$ cat src/rtl/bin_bcd_seq.sv
// bin_bcd_seq: sequential shift-and-add-3 binary to BCD converter.
// One input bit per clock, valid/ready on both sides, overflow flag.
// Optional BIN_BCD_SIGNED_EN: two's complement input plus sign output.
module bin_bcd_seq #(
    parameter int IN_WIDTH = 8,
    parameter int DIGITS   = 3
) (
    input  logic                  clk,
    input  logic                  rst_n,
    input  logic [IN_WIDTH-1:0]   in_data,
    input  logic                  in_valid,
    output logic                  in_ready,
    output logic [4*DIGITS-1:0]   bcd,
    output logic                  ovf,
    output logic                  out_valid,
    input  logic                  out_ready
`ifdef BIN_BCD_SIGNED_EN
    ,
    output logic                  sign
`endif
);

    localparam int BW = 4 * DIGITS;
    localparam int CW = (IN_WIDTH > 2) ? $clog2(IN_WIDTH) : 1;

    typedef enum logic [1:0] {
        IDLE,
        CONV,
        DONE
    } state_t;

    state_t              state;
    logic [IN_WIDTH-1:0] sreg;
    logic [BW-1:0]       acc;
    logic [BW-1:0]       adj;
    logic [BW-1:0]       acc_nx;
    logic                ovf_nx;
    logic [CW-1:0]       cnt;
    logic [IN_WIDTH-1:0] load_val;

`ifdef BIN_BCD_SIGNED_EN
    logic sign_q;

    // Load the magnitude; the most negative value maps to 2^(W-1).
    always_comb begin
        load_val = in_data;
        if (in_data[IN_WIDTH-1])
            load_val = ~in_data + IN_WIDTH'(1);
    end
`else
    // Unsigned input is loaded as-is.
    always_comb begin
        load_val = in_data;
    end
`endif

    // Add-3 on every digit >= 5, then shift in the next input bit.
    always_comb begin
        adj = acc;
        for (int k = 0; k < DIGITS; k++) begin
            if (acc[4*k +: 4] >= 4'd5)
                adj[4*k +: 4] = acc[4*k +: 4] + 4'd3;
        end
        acc_nx = {adj[BW-2:0], sreg[IN_WIDTH-1]};
        ovf_nx = ovf | adj[BW-1];
    end

    // Control FSM and datapath registers.
    always_ff @(posedge clk) begin
        if (!rst_n) begin
            state     <= IDLE;
            in_ready  <= 1'b1;
            out_valid <= 1'b0;
            bcd       <= '0;
            ovf       <= 1'b0;
            cnt       <= '0;
            sreg      <= '0;
            acc       <= '0;
`ifdef BIN_BCD_SIGNED_EN
            sign      <= 1'b0;
            sign_q    <= 1'b0;
`endif
        end else begin
            unique case (state)
                IDLE: begin
                    if (in_valid) begin
                        sreg     <= load_val;
                        acc      <= '0;
                        ovf      <= 1'b0;
                        cnt      <= CW'(IN_WIDTH - 1);
                        in_ready <= 1'b0;
                        state    <= CONV;
`ifdef BIN_BCD_SIGNED_EN
                        sign_q   <= in_data[IN_WIDTH-1];
`endif
                    end
                end
                CONV: begin
                    acc  <= acc_nx;
                    sreg <= {sreg[IN_WIDTH-2:0], 1'b0};
                    ovf  <= ovf_nx;
                    if (cnt == '0) begin
                        bcd       <= acc_nx;
                        out_valid <= 1'b1;
                        state     <= DONE;
`ifdef BIN_BCD_SIGNED_EN
                        sign      <= sign_q;
`endif
                    end else begin
                        cnt <= cnt - CW'(1);
                    end
                end
                DONE: begin
                    if (out_ready) begin
                        out_valid <= 1'b0;
                        in_ready  <= 1'b1;
                        state     <= IDLE;
                    end
                end
                default: state <= IDLE;
            endcase
        end
    end

endmodule

$ cat config.mk
export PLATFORM = sky130hd
export DESIGN_NAME = bin_bcd_seq
export DESIGN_NICKNAME = d
export VERILOG_FILES = /design/src/rtl/bin_bcd_seq.sv
export SDC_FILE = /design/constraint.sdc
export NUM_CORES = 1
export LEC_CHECK = 0
export CAP_MARGIN = 20
export CORE_MARGIN = 4
export CORE_UTILIZATION = 40
export CTS_CLUSTER_DIAMETER = 30
export DETAILED_ROUTE_END_ITERATION = 12
export PLACE_DENSITY = 0.68
export SYNTH_ARGS = -nofsm -noshare
export SYNTH_HDL_FRONTEND = slang
export SYNTH_SLANG_ARGS = --single-unit
$ cat constraint.sdc
create_clock -name clk -period 2.22 [get_ports clk]
set_input_delay 0.222 -clock clk [delete_from_list [all_inputs] [get_ports clk]]
set_output_delay 0.222 -clock clk [all_outputs]
set_load 0.02 [all_outputs]
Word-level counts from Yosys, hierarchy flattened --
Cells that the tools add are included.
Word-level totals: flip-flop bits (word level) 40, input bits 12, output and inout bits 15, word-level logic and storage cells 54
Cells by class: $add $sub $neg 4, magnitude comparators 3, eq/ne operators 6, multiplexer cells 21, bitwise operators 1, reductions and logical operators 11
Operators by type and width (number):
- $pmux W12 S2 | 1
- $pmux W8 S2 | 1
- $add A4 B2 Y4 const B | 3
- $ge A4 B3 Y1 const B | 3
- $mux W12 | 1
- $mux W4 | 3
- $reduce_and A3 Y1 | 4
- $mux W8 | 1
- $ne A2 B2 Y1 const B | 4
- $mux W2 | 3
- $mux W3 | 2
- $pmux W1 S2 | 3
- $pmux W2 S3 | 1
- $pmux W3 S2 | 1
- $reduce_bool A2 Y1 | 3
- $mux W1 | 4
- $reduce_and A2 Y1 | 2
- $logic_not A3 Y1 | 1
- $sub A3 B1 Y3 const B | 1
- $eq A2 B1 Y1 const B | 1
- $eq A2 B2 Y1 const B | 1
- $logic_not A2 Y1 | 1
- $or A1 B1 Y1 | 1

Depth between registers and ports, before layout --
depth in word-level cells 4, mapped depth 6, gate-level depth less buffers 6

Least setup slack after synthesis --
OpenSTA, ideal clock, no wires.
path kind register -> register, start point register acc[0], end point register bcd[2], setup time 0.075 ns, data arrival time 1.387 ns, data required time 2.145 ns, path slack 0.758 ns, stages on the path, launching flop included 7, path buffers 0, period minus slack after synthesis 1.462 ns, cells stage by stage dfxtp_1 > inv_1 > ha_1 > nand2b_1 > a21oi_1 > mux2_2 > o22ai_1
On the way: cells in the longest elaborated chain, start to end 2, elaborated cells between the ends (all ways) 3, classes of those cells add/sub (1); order compare (1); mux (1)
RTL lines:
- start: declaration | RTL line 34 | logic [BW-1:0] acc;
- start signal: assignment | RTL line 99 | acc <= acc_nx;
- $add A4 B2 Y4 / $ge A4 B3 Y1 (equally long branches) | RTL line 62, 61
- $mux W4 * | RTL line 61 | if (acc[4*k +: 4] >= 4'd5)
- end signal: assignment | RTL line 103 | bcd <= acc_nx;
- end: declaration | RTL line 13 | output logic [4*DIGITS-1:0] bcd,
Every way passes the cells marked *; elsewhere a longest branch is shown, timed or not. A chain may end at the register's enable or synchronous reset.

Worst setup path in the final report --
start point register acc[8], end point register acc[10]
On the way: cells in the longest elaborated chain, start to end 3, elaborated cells between the ends (all ways) 4, classes of those cells add/sub (1); order compare (1); mux (2)
RTL lines:
- $add A4 B2 Y4 / $ge A4 B3 Y1 (equally long branches) | RTL line 62, 61
- $mux W4 * | RTL line 61
- $pmux W12 S2 * | RTL line 84 | unique case (state)
Marked as above.

==> metrics.csv <==
metric;value;unit
status;completed;
drt_iter0_markers;37;
hold_class;reg -> reg;
ys.flop_type;dfxtp_1;
rows;25;
grt_pass1_vias;1415;
synth_enable_flop_cells;0;
portBuffers;26;
grt_pass1_wl;6.29;mm
synth_most_common_cell;dfxtp_1;
rsz0062_at_grt;no;
grt.total_usage;12.8;%
synth_area_leaders;dfxtp_1, nand2_1, ha_1;
crit_path_max_fanout;5;
synth_top_area_share;40.7;%
clock_path_buffers;2;
grt_max_degree;22;
start_util;41.4;%
fmax;612;MHz
cp-end-kind;flop;
critPathArrivalTime;1.85;ns
startpoint_type;flop;
cts_sinks;40;
via_per_inst;5.03;
yosysTopAreaCell;dfxtp_1;
dr.pass1.iters;4;
avgSynthCellArea;9.28;um2
syn2layout_area_growth;16.5;%
die_h;78.1;um
ios;27;
drive_gt1_share;8.94;%
numCtsBuffers;5;
min_period_over_period;73.6;%
fin_tns_setup;0;ns
hold_viol;0;
clk_latency;0.29;ns
worst_slew_pin_slew;0.428;ns
hold_buffers;0;
die_w;78.1;um
synth-seq-cells;40;
synthArstFlopShare;0;%
drt-total-wl;3.74;mm
path_clk_slew;0.08;ns
leakagePower;0.848;nW
clock_tree.root_cell;clkbuf_8;
post-place-cells;294;
ys_warn_count;0;
vias;1518;
avgRoutedWirePerCell;12.4;um
drc_errors;0;
antenna_found_initial;0;
synth_commonest_cells;dfxtp_1, nand2_1, o21ai_0;
finalNonFillerCells;302;
cts_resized;0;
syn_inst;212;
seq_area_frac_synth;40.7;%
ys_types;38;
dieArea;6100;um2
reg2reg_slack;0.59;ns
fillers;478;
cp_data_required_time;2.44;ns
maxCapViolations;0;
postRouteAntennaNets;0;
layout_min_cycle_time;1.63;ns
diodes;0;
tritoncts;built;
h-tree-depth;2;
syn_nets;232;
max_slew_margin;71.5;%
setup_viol;0;
post_cts.repair.setup_buffers;0;
skew;0.00214;ns
power_density;680;nW/um2
hpwlAfterDp;2.55;mm
finalNetCount;254;
peakVddDrop;0.373;mV
grt.overflow.total;0;
critical_path_class;reg -> reg;
place_congestion;0.730;
slew_viol_final;0;
core_area;4750;um2
synth_area;1970;um2
## logic make-up (layout without fill, tap and decap cells)
logic type | count (synthesis) | after routing | synth area share [%]
AND/OR/NAND/NOR | 73 | 73 | 20.2
buffers and inverters | 22 | 45 | 8.08
multiplexers | 4 | 4 | 2.23
flip-flops | 40 | 40 | 40.7
adder cells (fa/ha/maj) | 8 | 8 | 5.09
AO/OA/AOI/OAI | 62 | 62 | 22.3
XOR/XNOR | 3 | 3 | 1.34
## layer usage
layer / routed length [um] / track usage [%]
met1: 1880 / 16.1
met2: 1660 / 20.5
met3: 134 / 3.44
met4: 65 / 5.77
met5: 0 / 0
## final timing paths
path,to,cells past startpoint,start
hold / removal,acc[5],2,acc[5]
hold reg to reg,acc[5],2,acc[5]
setup / recovery,acc[10],6,acc[8]
setup reg to reg,acc[10],6,acc[8]
## cells in the final DEF, fill, tap and decap left out, types with 6 or more instances in the layout
cell type,count
nand2_1,31
inv_1,9
nand3_1,9
clkdlybuf4s50_1,26
o21ai_0,17
a21oi_1,15
ha_1,8
clkbuf_8,6
nor2b_1,11
o211a_1,9
dfxtp_1,40
## final cells by class
cell class	count	area, um2	share of cell area [%]
multi-input cells	150	1010	44.0
flip-flops and latches	40	801	35.0
repair buffers	28	275	12.0
clock buffers	8	90.1	3.93
well taps	67	83.8	3.66
inverters	9	33.8	1.47
## registers in the layout (all words and copies together) (netlist names)
register and count:
in_ready 1, state 2, acc 12, out_valid 1, sreg 8, cnt 3
ovf 1, bcd 12
## metrics by stage
step / hold slack, ns / instance area, um2 / util (%) / setup WS (ns) / power, mW
final: 0.481 / 2290 / 48.2 / 0.586 / 1.56
after global routing: 0.511 / 2290 / 48.2 / 0.398 / 1.64
after CTS: 0.477 / 2290 / 48.2 / 0.549 / 1.58
after detailed placement: 0.457 / 2200 / 46.3 / 0.575 / 1.08
after global placement: 0.464 / 2200 / 46.3 / 0.624 / 1.07
after floorplan: 0.416 / 1970 / - / 0.758 / 1.02
## worst max-delay path, cell delays in order, from the launching register on
cell and delay (ns):
dfxtp_1 0.34, inv_1 0.10, ha_1 0.25, nand2b_1 0.09, a21oi_1 0.25, mux2_2 0.39, o21ai_0 0.15
## where the power goes
| part | internal [mW] | switching [mW] | leakage, nW |
|---|---|---|---|
| logic | 0.120 | 0.145 | 0.476 |
| clock network | 0.254 | 0.246 | 0.0455 |
| registers | 0.762 | 0.0315 | 0.326 |
| total | 1.14 | 0.422 | 0.848 |
No activity file was read; power rests on OpenSTA's default activity.
